### config.mk
export PLATFORM = sky130hd
export DESIGN_NAME = tail_light_ctrl
export DESIGN_NICKNAME = d
export VERILOG_FILES = /design/src/rtl/tail_light_ctrl.sv
export SDC_FILE = /design/constraint.sdc
export NUM_CORES = 1
export LEC_CHECK = 0
export ABC_AREA = 1
export ABC_CLOCK_PERIOD_IN_PS = 1700
export BUFFER_PORTS_ARGS = -buffer_cell sky130_fd_sc_hd__buf_2
export CAP_MARGIN = 20
export CORE_MARGIN = 3
export CORE_UTILIZATION = 25
export DETAILED_ROUTE_END_ITERATION = 10
export GPL_ROUTABILITY_DRIVEN = 0
export MAX_ROUTING_LAYER = met4
export PLACE_DENSITY_LB_ADDON = 0.3
export SYNTH_ARGS = -nofsm -noshare
export SYNTH_HDL_FRONTEND = slang
export SYNTH_SLANG_ARGS = --single-unit
### constraint.sdc
create_clock -name clk -period 1.7 [get_ports clk]
set_clock_uncertainty 0.05 [all_clocks]
set_input_delay 0.17 -clock clk [delete_from_list [all_inputs] [get_ports clk]]
set_output_delay 0.17 -clock clk [all_outputs]
set_load 0.02 [all_outputs]
### src/rtl/tail_light_ctrl.sv
// tail_light_ctrl: turn-chase / hazard tail-light sequencer; brake overlay enabled by TAIL_LIGHT_BRAKE_EN
module tail_light_ctrl #(
    parameter int LAMPS    = 3,
    parameter int STEP_DIV = 1
) (
    input  logic             clk,
    input  logic             rst,
    input  logic             left,
    input  logic             right,
    input  logic             hazard,
`ifdef TAIL_LIGHT_BRAKE_EN
    input  logic             brake,
`endif
    output logic [LAMPS-1:0] left_lamps,
    output logic [LAMPS-1:0] right_lamps,
    output logic [1:0]       state_o
);
    localparam int DW = STEP_DIV > 1 ? $clog2(STEP_DIV) : 1;
    localparam int PW = $clog2(LAMPS + 1);
    typedef enum logic [1:0] {IDLE = 2'd0, LEFT = 2'd1, RIGHT = 2'd2, HAZ = 2'd3} state_t;
    state_t           state, state_n;
    logic [DW-1:0]    div;
    logic [PW-1:0]    pos, pos_n;
    logic             ph, ph_n, tick, hz, req, brk;
    logic [LAMPS-1:0] therm;

    assign tick    = div == DW'(STEP_DIV - 1);
    assign hz      = hazard | (left & right);
    assign req     = state == LEFT ? left : right;
    assign state_o = 2'(state);

    // free-running step prescaler
    always_ff @(posedge clk)
        if (!rst) div <= '0;
        else      div <= tick ? '0 : div + 1'b1;

    // state, chase position and hazard phase registers
    always_ff @(posedge clk)
        if (!rst) begin
            state <= IDLE;
            pos   <= '0;
            ph    <= 1'b0;
        end else begin
            state <= state_n;
            pos   <= pos_n;
            ph    <= ph_n;
        end

    // next-state logic, advanced only on step ticks; hazard wins, then left, then right
    always_comb begin
        state_n = state;
        pos_n   = pos;
        ph_n    = ph;
        if (tick) begin
            if (hz) begin
                state_n = HAZ;
                pos_n   = '0;
                ph_n    = state == HAZ ? ~ph : 1'b1;
            end else if (state == IDLE) begin
                state_n = left ? LEFT : right ? RIGHT : IDLE;
                pos_n   = (left | right) ? PW'(1) : '0;
            end else if (state == HAZ) begin
                state_n = IDLE;
                ph_n    = 1'b0;
            end else if (!req || pos == PW'(LAMPS)) begin
                state_n = IDLE;
                pos_n   = '0;
            end else begin
                pos_n   = pos + 1'b1;
            end
        end
    end

    // thermometer code: lamps 0..pos-1 lit
    always_comb
        for (int i = 0; i < LAMPS; i++) therm[i] = i < int'(pos);

`ifdef TAIL_LIGHT_BRAKE_EN
    // brake is sampled every cycle, independent of the step prescaler
    always_ff @(posedge clk)
        if (!rst) brk <= 1'b0;
        else      brk <= brake;
`else
    assign brk = 1'b0;
`endif

    // lamp decode from registers only; brake lights whichever side is not chasing, never during hazard
    always_comb begin
        left_lamps  = state == LEFT  ? therm : state == HAZ ? {LAMPS{ph}} : {LAMPS{brk}};
        right_lamps = state == RIGHT ? therm : state == HAZ ? {LAMPS{ph}} : {LAMPS{brk}};
    end
endmodule

==> results of run 1 <==
==> state kept, by name (all words and copies together), names as in the netlist <==
name,cells
ph,1
div,1
state_o,2
pos,2
==> tightest hold or removal path, delay by kind of cell <==
| family | cells | cell delay (ns) |
|---|---|---|
| buffers and inverters | 1 | 0.12 |
| AND/OR/NAND/NOR | 2 | 0.10 |
==> how the worst max path moves through the flow <==
stage,to,slack [ns]
after global placement,right_lamps[1],0.48
after global routing,left_lamps[1],0.1
after detailed placement,left_lamps[1],0.45
after floorplan,right_lamps[0],0.35
final,left_lamps[1],0.18
after CTS,left_lamps[1],0.19
==> placed cells by master, fill, tap and decap left out <==
| cell | count |
|---|---|
| o21ai_0 | 3 |
| nand2_1 | 14 |
| clkbuf_4 | 3 |
| inv_4 | 1 |
| buf_2 | 12 |
| nand3_1 | 6 |
| o21a_1 | 1 |
| a21oi_1 | 4 |
| ha_1 | 3 |
| inv_1 | 7 |
| nand4_1 | 2 |
| conb_1 | 1 |
| nor2_2 | 1 |
| or2_1 | 1 |
| inv_2 | 3 |
| dfxtp_1 | 6 |
| nand2_2 | 2 |
| a21oi_2 | 1 |
| o21ai_1 | 5 |
| nor2_1 | 8 |
==> Yosys cell counts <==
| master | number | area (µm²) |
|---|---|---|
| nor2_2 | 1 | 6.26 |
| or2_1 | 1 | 6.26 |
| o21ai_0 | 3 | 15.0 |
| ha_1 | 3 | 37.5 |
| a21oi_1 | 4 | 20.0 |
| dfxtp_1 | 6 | 120 |
| conb_1 | 1 | 3.75 |
| o21a_1 | 1 | 7.51 |
| nor2_1 | 8 | 30.0 |
| o21ai_1 | 5 | 25.0 |
| a21oi_2 | 1 | 8.76 |
| inv_1 | 7 | 26.3 |
| nand2_1 | 14 | 52.6 |
| nand3_1 | 6 | 30.0 |
| nand4_1 | 2 | 12.5 |
| nand2_2 | 2 | 12.5 |
| inv_4 | 1 | 6.26 |
| inv_2 | 3 | 11.3 |
==> through the flow <==
stage / instances / setup WS (ns) / cell area, µm² / total power [mW] / utilization
after floorplan: 69 / 0.351 / 432 / 0.231 / -
after global placement: 97 / 0.477 / 512 / 0.260 / 0.328
after detailed placement: 97 / 0.452 / 512 / 0.260 / 0.328
after CTS: 100 / 0.190 / 534 / 0.393 / 0.343
after global routing: 100 / 0.0956 / 534 / 0.409 / 0.343
final: 100 / 0.182 / 534 / 0.386 / 0.343
==> area by class of cell <==
cell class / count / area share
flip-flops and latches: 6 / 0.225
multi-input cells: 52 / 0.501
clock buffers: 3 / 0.0422
inverters: 11 / 0.0820
well taps: 16 / 0.0375
repair buffers: 12 / 0.112
==> cell families (layout without fill, tap and decap cells) <==
| logic type | count (synthesis) | in the layout | synth area share |
|---|---|---|---|
| buf+inv | 11 | 26 | 0.101 |
| flops | 6 | 6 | 0.278 |
| fa+ha+maj | 3 | 3 | 0.0870 |
| compound gates | 14 | 14 | 0.177 |
| simple gates | 34 | 34 | 0.348 |
| other cells | 1 | 1 | 0.00869 |
==> where the power goes <==
part	internal, mW	leakage [nW]	switching (mW)
Combinational	0.0331	0.216	0.0602
Sequential	0.151	0.0497	0.0122
Clock	0.0798	0.0138	0.0497
Total	0.264	0.279	0.122
==> routing by layer <==
layer,share of wire,GRT usage,vias to the layer above
li1,-,-,252
met1,0.50,0.121,201
met2,0.41,0.123,13
met3,0.076,0.0226,2
met4,0.0067,0.0484,0
met5,0,-,-
==> flow_metrics.py, run 1 <==
metrics = {
    "routing": {
        "drc": 0,
        "num_vias": 468,
        "viasPerCell": 4.68,
        "wl_per_cell_um": 9.02,
        "detail-route-antenna-nets": 0,
        "dr.pass1.iters": 4,
        "drtIter0Drc": 10,
        "drt-total-wl_um": 902,
    },
    "worst_setup_path": {
        "cp.buffers_inverters": 2,
        "crit_path_end_kind": "output pin",
        "reg2reg_to": "ph",
        "startpoint": "state_o[1]",
        "r2r_slack_ns": 0.58,
        "cp_top_family": "flip-flops",
        "cp_slowest_stage_delay_ns": 0.43,
        "worst-path-stages": 5,
        "critPathMaxFanout": 7,
        "critPathKind": "reg -> out",
        "crit_required_ns": 1.48,
        "cp_slowest_cell": "dfxtp_1",
        "arrival_ns": 1.30,
        "r2r-start": "state_o[1]",
        "worstSetupStartpointType": "flip-flop",
        "cpMostUsedCell": "nand2_1",
        "reg2reg_depth": 5,
        "cp_cell_sequence": "nand2_1 -> inv_2 -> nand2_1 -> o21ai_0 -> buf_2",
    },
    "global_routing": {
        "grt_usage": 0.0903,
        "grt_pass1_wl_mm": 1.39,
        "grt_pass1_vias": 338,
        "grt_max_degree": 8,
        "grt_antenna_before_repair": 0,
        "globalRoute.totalOverflow": 0,
    },
    "finish": {
        "syn2layout_area_growth_pct": 23.8,
        "final-seq-area_um2": 120,
        "filler_cell_count": 178,
        "layout-drive-gt1-share": 0.274,
        "design.final.nets": 94,
        "n_antenna_cell": 0,
        "multi_input_area_um2": 268,
    },
    "clocking": {
        "cts_repair_resize_count": 0,
        "clock_latency_ns": 0.24,
        "clk_pin_slew_worst_paths_ns": 0.05,
        "clk_path_buf_depth": 2,
        "cts_buffers": 3,
        "tritoncts": "done",
        "cts_hold_repair.buffers": 0,
        "clock_sinks": 6,
        "cts_setup_buffers": 0,
        "h-tree-depth": 1,
        "clock-root-buffer": "clkbuf_4",
    },
    "floorplanning": {
        "placementRows": 14,
        "die_x_um": 47.6,
        "dieArea_um2": 2260,
        "die_y_um": 47.6,
        "core-area_um2": 1560,
        "start_util": 0.277,
        "num_io_pins": 13,
    },
    "logic_synthesis": {
        "synth_sequential_area_ratio": 0.278,
        "synthCells": 69,
        "ys_types": 18,
        "syn_area_um2": 432,
        "synth-seq-cells": 6,
        "syn-num-nets": 77,
        "yosys_warnings": 0,
        "syn_area_per_cell_um2": 6.26,
    },
    "hold_path": {
        "hold_path_depth": 3,
        "holdPathEnd": "state_o[1]",
        "hold_class": "in -> reg",
        "worstHoldStart": "rst",
    },
    "sta": {
        "fin_hold_ws_ns": 0.142,
        "tns_ns": 0,
        "drv_slew": 0,
        "hold_viol": 0,
        "fmax_mhz": 659,
        "post-route-period-util": 0.893,
        "period_needed_ns": 1.52,
        "finalSetupViolCount": 0,
        "rsz0062_at_grt": "false",
    },
    "power_and_ir_drop": {
        "vdd_drop_max_mv": 0.291,
        "powerDensity_nw_per_um2": 722,
        "p_leak_nw": 0.279,
    },
    "placed_design": {
        "port_buffers": 12,
        "dpl.hpwl_um": 762,
    },
    "status": {
        "status": "finished, final reports clean",
    },
    "run": {
        "cap_violations": 0,
    },
}
No activity file was read; power rests on OpenSTA's default activity.
==> run 2: changes to the inputs <==
--- a/config.mk
+++ b/config.mk
@@ -13,7 +13,6 @@
 export CORE_UTILIZATION = 25
 export DETAILED_ROUTE_END_ITERATION = 10
 export GPL_ROUTABILITY_DRIVEN = 0
-export MAX_ROUTING_LAYER = met4
 export PLACE_DENSITY_LB_ADDON = 0.3
 export SYNTH_ARGS = -nofsm -noshare
 export SYNTH_HDL_FRONTEND = slang
==> run 2 against run 1 <==
Compared with the run above: sequential power about the same; sequential share of layout area unchanged; count of clock-buffer cells in the layout unchanged; clock power about the same; largest cell class unchanged; first-iteration DRC count up 50%; via count down 0.43%; core utilization unchanged.
==> flow_metrics.py, run 2 (synthesized netlist as in run 1, its figures left out) <==
metrics = {
    "run": {
        "cap_violations": 0,
    },
    "worst_setup_path": {
        "crit_required_ns": 1.48,
        "startpoint": "state_o[1]",
        "cp_slowest_cell": "dfxtp_1",
        "worstSetupStartpointType": "flip-flop",
        "reg2reg_to": "ph",
        "cp_cell_sequence": "nand2_1 -> inv_2 -> nand2_1 -> o21ai_0 -> buf_2",
        "arrival_ns": 1.30,
        "reg2reg_depth": 5,
        "critPathMaxFanout": 7,
        "critPathKind": "reg -> out",
        "endpoint": "left_lamps[1]",
        "cpMostUsedCell": "nand2_1",
        "r2r_slack_ns": 0.58,
        "r2r-start": "state_o[1]",
        "crit_path_end_kind": "output pin",
        "cp_slowest_stage_delay_ns": 0.43,
    },
    "clocking": {
        "cts_repair_resize_count": 0,
        "clock_sinks": 6,
        "cts_setup_buffers": 0,
        "cts_buffers": 3,
        "cts_hold_repair.buffers": 0,
        "tritoncts": "done",
        "clock-root-buffer": "clkbuf_4",
        "clk_path_buf_depth": 2,
        "clock_latency_ns": 0.24,
        "clk_pin_slew_worst_paths_ns": 0.05,
        "h-tree-depth": 1,
    },
    "sta": {
        "fin_hold_ws_ns": 0.143,
        "drv_slew": 0,
        "post-route-period-util": 0.892,
        "finalSetupViolCount": 0,
        "period_needed_ns": 1.52,
        "fmax_mhz": 660,
        "hold_viol": 0,
        "tns_ns": 0,
        "rsz0062_at_grt": "false",
    },
    "global_routing": {
        "globalRoute.totalOverflow": 0,
        "grt_usage": 0.0875,
        "grt_antenna_before_repair": 0,
        "grt_pass1_wl_mm": 1.39,
        "grt_pass1_vias": 338,
        "grt_max_degree": 8,
    },
    "finish": {
        "filler_cell_count": 178,
        "layout-drive-gt1-share": 0.274,
        "final_cell_mix": "14 x nand2_1, 12 x buf_2, 8 x nor2_1",
        "multi_input_area_um2": 268,
        "layout_commonest_cell": "nand2_1",
        "n_antenna_cell": 0,
        "syn2layout_area_growth_pct": 23.8,
        "final-seq-area_um2": 120,
        "design.final.nets": 94,
    },
    "power_and_ir_drop": {
        "design_power_total_mw": 0.389,
        "vdd_drop_max_mv": 0.291,
        "p_leak_nw": 0.279,
        "powerDensity_nw_per_um2": 728,
    },
    "routing": {
        "wl_per_cell_um": 9.08,
        "viasPerCell": 4.66,
        "detail-route-antenna-nets": 0,
        "num_vias": 466,
        "drtIter0Drc": 15,
        "drt-total-wl_um": 908,
        "drc": 0,
        "dr.pass1.iters": 4,
    },
    "status": {
        "status": "finished, final reports clean",
    },
    "floorplanning": {
        "placementRows": 14,
        "die_x_um": 47.6,
        "start_util": 0.277,
        "dieArea_um2": 2260,
        "num_io_pins": 13,
        "core-area_um2": 1560,
        "die_y_um": 47.6,
    },
    "hold_path": {
        "hold_class": "in -> reg",
    },
    "placed_design": {
        "dpl.hpwl_um": 762,
        "port_buffers": 12,
    },
}
-- run 2: cell counts in the layout (fill, tap and decap cells not counted) --
No cell type changed its count.
-- run 2: worst min path at each step --
| stage | start | end | slack, ns | cells past startpoint |
|---|---|---|---|---|
| 5_1_grt | rst | state_o[0] | 0.16 | 3 |
| 6_report | rst | state_o[1] | 0.14 | 3 |
| 2_1_floorplan | rst | state_o[0] | 0.24 | 2 |
| 4_1_cts | rst | state_o[0] | 0.14 | 3 |
| 3_3_place_gp | rst | state_o[1] | 0.40 | 3 |
| 3_5_place_dp | rst | state_o[0] | 0.39 | 3 |
-- run 2: cell type report --
class | instances | share of cell area
clock buffer | 3 | 0.0422
inverter | 11 | 0.0820
multi-input combinational | 52 | 0.501
sequential | 6 | 0.225
tap | 16 | 0.0375
timing repair buffer | 12 | 0.112
-- run 2: power breakdown --
group          leakage, nW  internal [mW]  switching [mW]
combinational        0.216         0.0331          0.0603
clock               0.0138         0.0799          0.0523
sequential          0.0497          0.151          0.0123
-- run 2: critical path: cells and delay by family (launching register included) --
kind / cells / cell delay [ns]
compound gates: 1 / 0.11
simple gates: 2 / 0.25
flops: 1 / 0.43
buf+inv: 2 / 0.27
-- run 2: per-stage QoR --
step	cells	cell area (µm²)	setup WS (ns)	util
2_1_floorplan	69	432	0.351	-
3_3_place_gp	97	512	0.477	0.328
3_5_place_dp	97	512	0.452	0.328
4_1_cts	100	534	0.190	0.343
5_1_grt	100	534	0.0956	0.343
6_report	100	534	0.184	0.343
-- run 2: per-layer routing --
metal,share of wire,vias to the layer above,wire length [µm],track usage
met5,0,-,0,0
met4,0,0,0,0.0484
met3,0.081,0,74,0.0226
met2,0.42,18,381,0.123
met1,0.50,197,452,0.121
li1,-,251,-,-
==> run 3: changes to the inputs <==
--- a/config.mk
+++ b/config.mk
@@ -9,11 +9,12 @@
 export ABC_CLOCK_PERIOD_IN_PS = 1700
 export BUFFER_PORTS_ARGS = -buffer_cell sky130_fd_sc_hd__buf_2
 export CAP_MARGIN = 20
-export CORE_MARGIN = 3
+export CORE_MARGIN = 2
 export CORE_UTILIZATION = 25
 export DETAILED_ROUTE_END_ITERATION = 10
 export GPL_ROUTABILITY_DRIVEN = 0
 export PLACE_DENSITY_LB_ADDON = 0.3
+export SETUP_SLACK_MARGIN = 0.02
 export SYNTH_ARGS = -nofsm -noshare
 export SYNTH_HDL_FRONTEND = slang
 export SYNTH_SLANG_ARGS = --single-unit
==> run 3 against run 2 <==
Compared with the run above: power decreased by 0.99%; combinational power increased by 0.9%; sequential power hardly changed; count of clock-buffer cells in the layout stayed put; core utilization is 2.2 points lower; via count decreased by 3.6%; largest power group unchanged; highest routed layer is now met4.
==> flow_metrics.py, run 3 (synthesized netlist as in run 1, its figures left out) <==
metrics = {
    "power_and_ir_drop": {
        "design_power_total_mw": 0.385,
        "p_leak_nw": 0.279,
        "vdd_drop_max_mv": 0.279,
        "switchingPower_mw": 0.121,
        "p_comb_frac": 0.245,
        "clock_power_share": 0.331,
        "swShare": 0.315,
        "powerDensity_nw_per_um2": 719,
        "seqPwrFrac": 0.424,
        "p_int_mw": 0.264,
    },
    "finish": {
        "final_cell_mix": "14 x nand2_1, 12 x buf_2, 8 x nor2_1",
        "multi_input_area_um2": 268,
        "syn2layout_area_growth_pct": 24.1,
        "layout-drive-gt1-share": 0.274,
        "filler_cell_count": 185,
        "final_area_um2": 536,
        "design.final.nets": 94,
        "layout_commonest_cell": "nand2_1",
        "n_antenna_cell": 0,
        "final-seq-area_um2": 120,
    },
    "floorplanning": {
        "placementRows": 15,
        "start_util": 0.258,
        "dieArea_um2": 2080,
        "die_y_um": 45.6,
        "core-area_um2": 1670,
        "num_io_pins": 13,
        "die_x_um": 45.6,
    },
    "clocking": {
        "clock_sinks": 6,
        "cts_setup_buffers": 0,
        "cts_buffers": 3,
        "clk_path_buf_depth": 2,
        "cts_repair_resize_count": 0,
        "cts_hold_repair.buffers": 0,
        "h-tree-depth": 1,
        "clock_latency_ns": 0.24,
        "tritoncts": "done",
        "clock-root-buffer": "clkbuf_4",
        "clk_pin_slew_worst_paths_ns": 0.04,
    },
    "routing": {
        "drtIter0Drc": 0,
        "drc": 0,
        "wl_per_cell_um": 9.37,
        "drt-total-wl_um": 946,
        "detail-route-antenna-nets": 0,
        "num_vias": 449,
        "dr.pass1.iters": 1,
        "viasPerCell": 4.45,
    },
    "worst_setup_path": {
        "cpMostUsedCell": "nand2_1",
        "cp_cell_sequence": "nand2_1 -> inv_2 -> nand2_1 -> o21ai_0 -> buf_2",
        "crit_path_end_kind": "output pin",
        "arrival_ns": 1.30,
        "cp_slowest_cell": "dfxtp_1",
        "critPathMaxFanout": 7,
        "critPathKind": "reg -> out",
        "cp_slowest_stage_delay_ns": 0.43,
        "crit_required_ns": 1.48,
        "worstSetupStartpointType": "flip-flop",
    },
    "sta": {
        "tns_ns": 0,
        "drv_slew": 0,
        "rsz0062_at_grt": "false",
        "finalSetupViolCount": 0,
        "period_needed_ns": 1.52,
        "worst_slack_ns": 0.182,
        "post-route-period-util": 0.893,
        "hold_viol": 0,
        "fmax_mhz": 659,
    },
    "hold_path": {
        "hold_class": "in -> reg",
    },
    "global_routing": {
        "grt_pass1_vias": 384,
        "grt_antenna_before_repair": 0,
        "grt_max_degree": 8,
        "grt_pass1_wl_mm": 1.40,
        "globalRoute.totalOverflow": 0,
        "grt_usage": 0.0967,
    },
    "status": {
        "status": "finished, final reports clean",
    },
    "run": {
        "cap_violations": 0,
    },
    "placed_design": {
        "preCtsSetupSlack_ns": 0.440,
        "port_buffers": 12,
        "placed_area_um2": 513,
        "dpl.hpwl_um": 809,
    },
}
run 3: cell counts in the layout (fill, tap and decap cells not counted):
No cell type changed its count.
run 3: final cells by class:
cell class / count / area share
well taps: 17 / 0.0397
clock buffers: 3 / 0.0421
multi-input cells: 52 / 0.500
flip-flops and latches: 6 / 0.224
inverters: 11 / 0.0818
repair buffers: 12 / 0.112
run 3: metrics by stage:
step,std cells,hold slack [ns],util
2_1_floorplan,69,0.241,-
3_3_place_gp,98,0.394,0.307
3_5_place_dp,98,0.394,0.307
4_1_cts,101,0.137,0.321
5_1_grt,101,0.142,0.321
6_report,101,0.141,0.321
run 3: power groups by stage:
stage / logic (mW) / registers [mW] / clock network, mW
after floorplan: 0.0614 / 0.170 / 0
after global placement: 0.0945 / 0.165 / 0
after detailed placement: 0.0948 / 0.165 / 0
after CTS: 0.0951 / 0.163 / 0.135
after global routing: 0.106 / 0.165 / 0.140
final: 0.0942 / 0.163 / 0.128
run 3: critical path, delay by kind of cell (launching register included):
kind	cells	cell delay (ns)
flip-flops	1	0.43
buffers and inverters	2	0.27
AND/OR/NAND/NOR	2	0.24
AO/OA/AOI/OAI	1	0.12
run 3: path summary, 6_finish.rpt:
kind               from            end  slack (ns)  cells after the start
min                 rst     state_o[1]        0.14                      3
min reg2reg          ph             ph        0.43                      2
max          state_o[1]  left_lamps[2]        0.18                      5
max reg2reg      pos[0]     state_o[0]        0.58                      7
run 3: layer usage:
| metal | up-vias | routed length [µm] | global-route usage |
|---|---|---|---|
| li1 | 250 | - | - |
| met1 | 185 | 430 | 0.0979 |
| met2 | 12 | 442 | 0.166 |
| met3 | 2 | 68 | 0.0278 |
| met4 | 0 | 5 | 0.0706 |
| met5 | - | 0 | 0 |
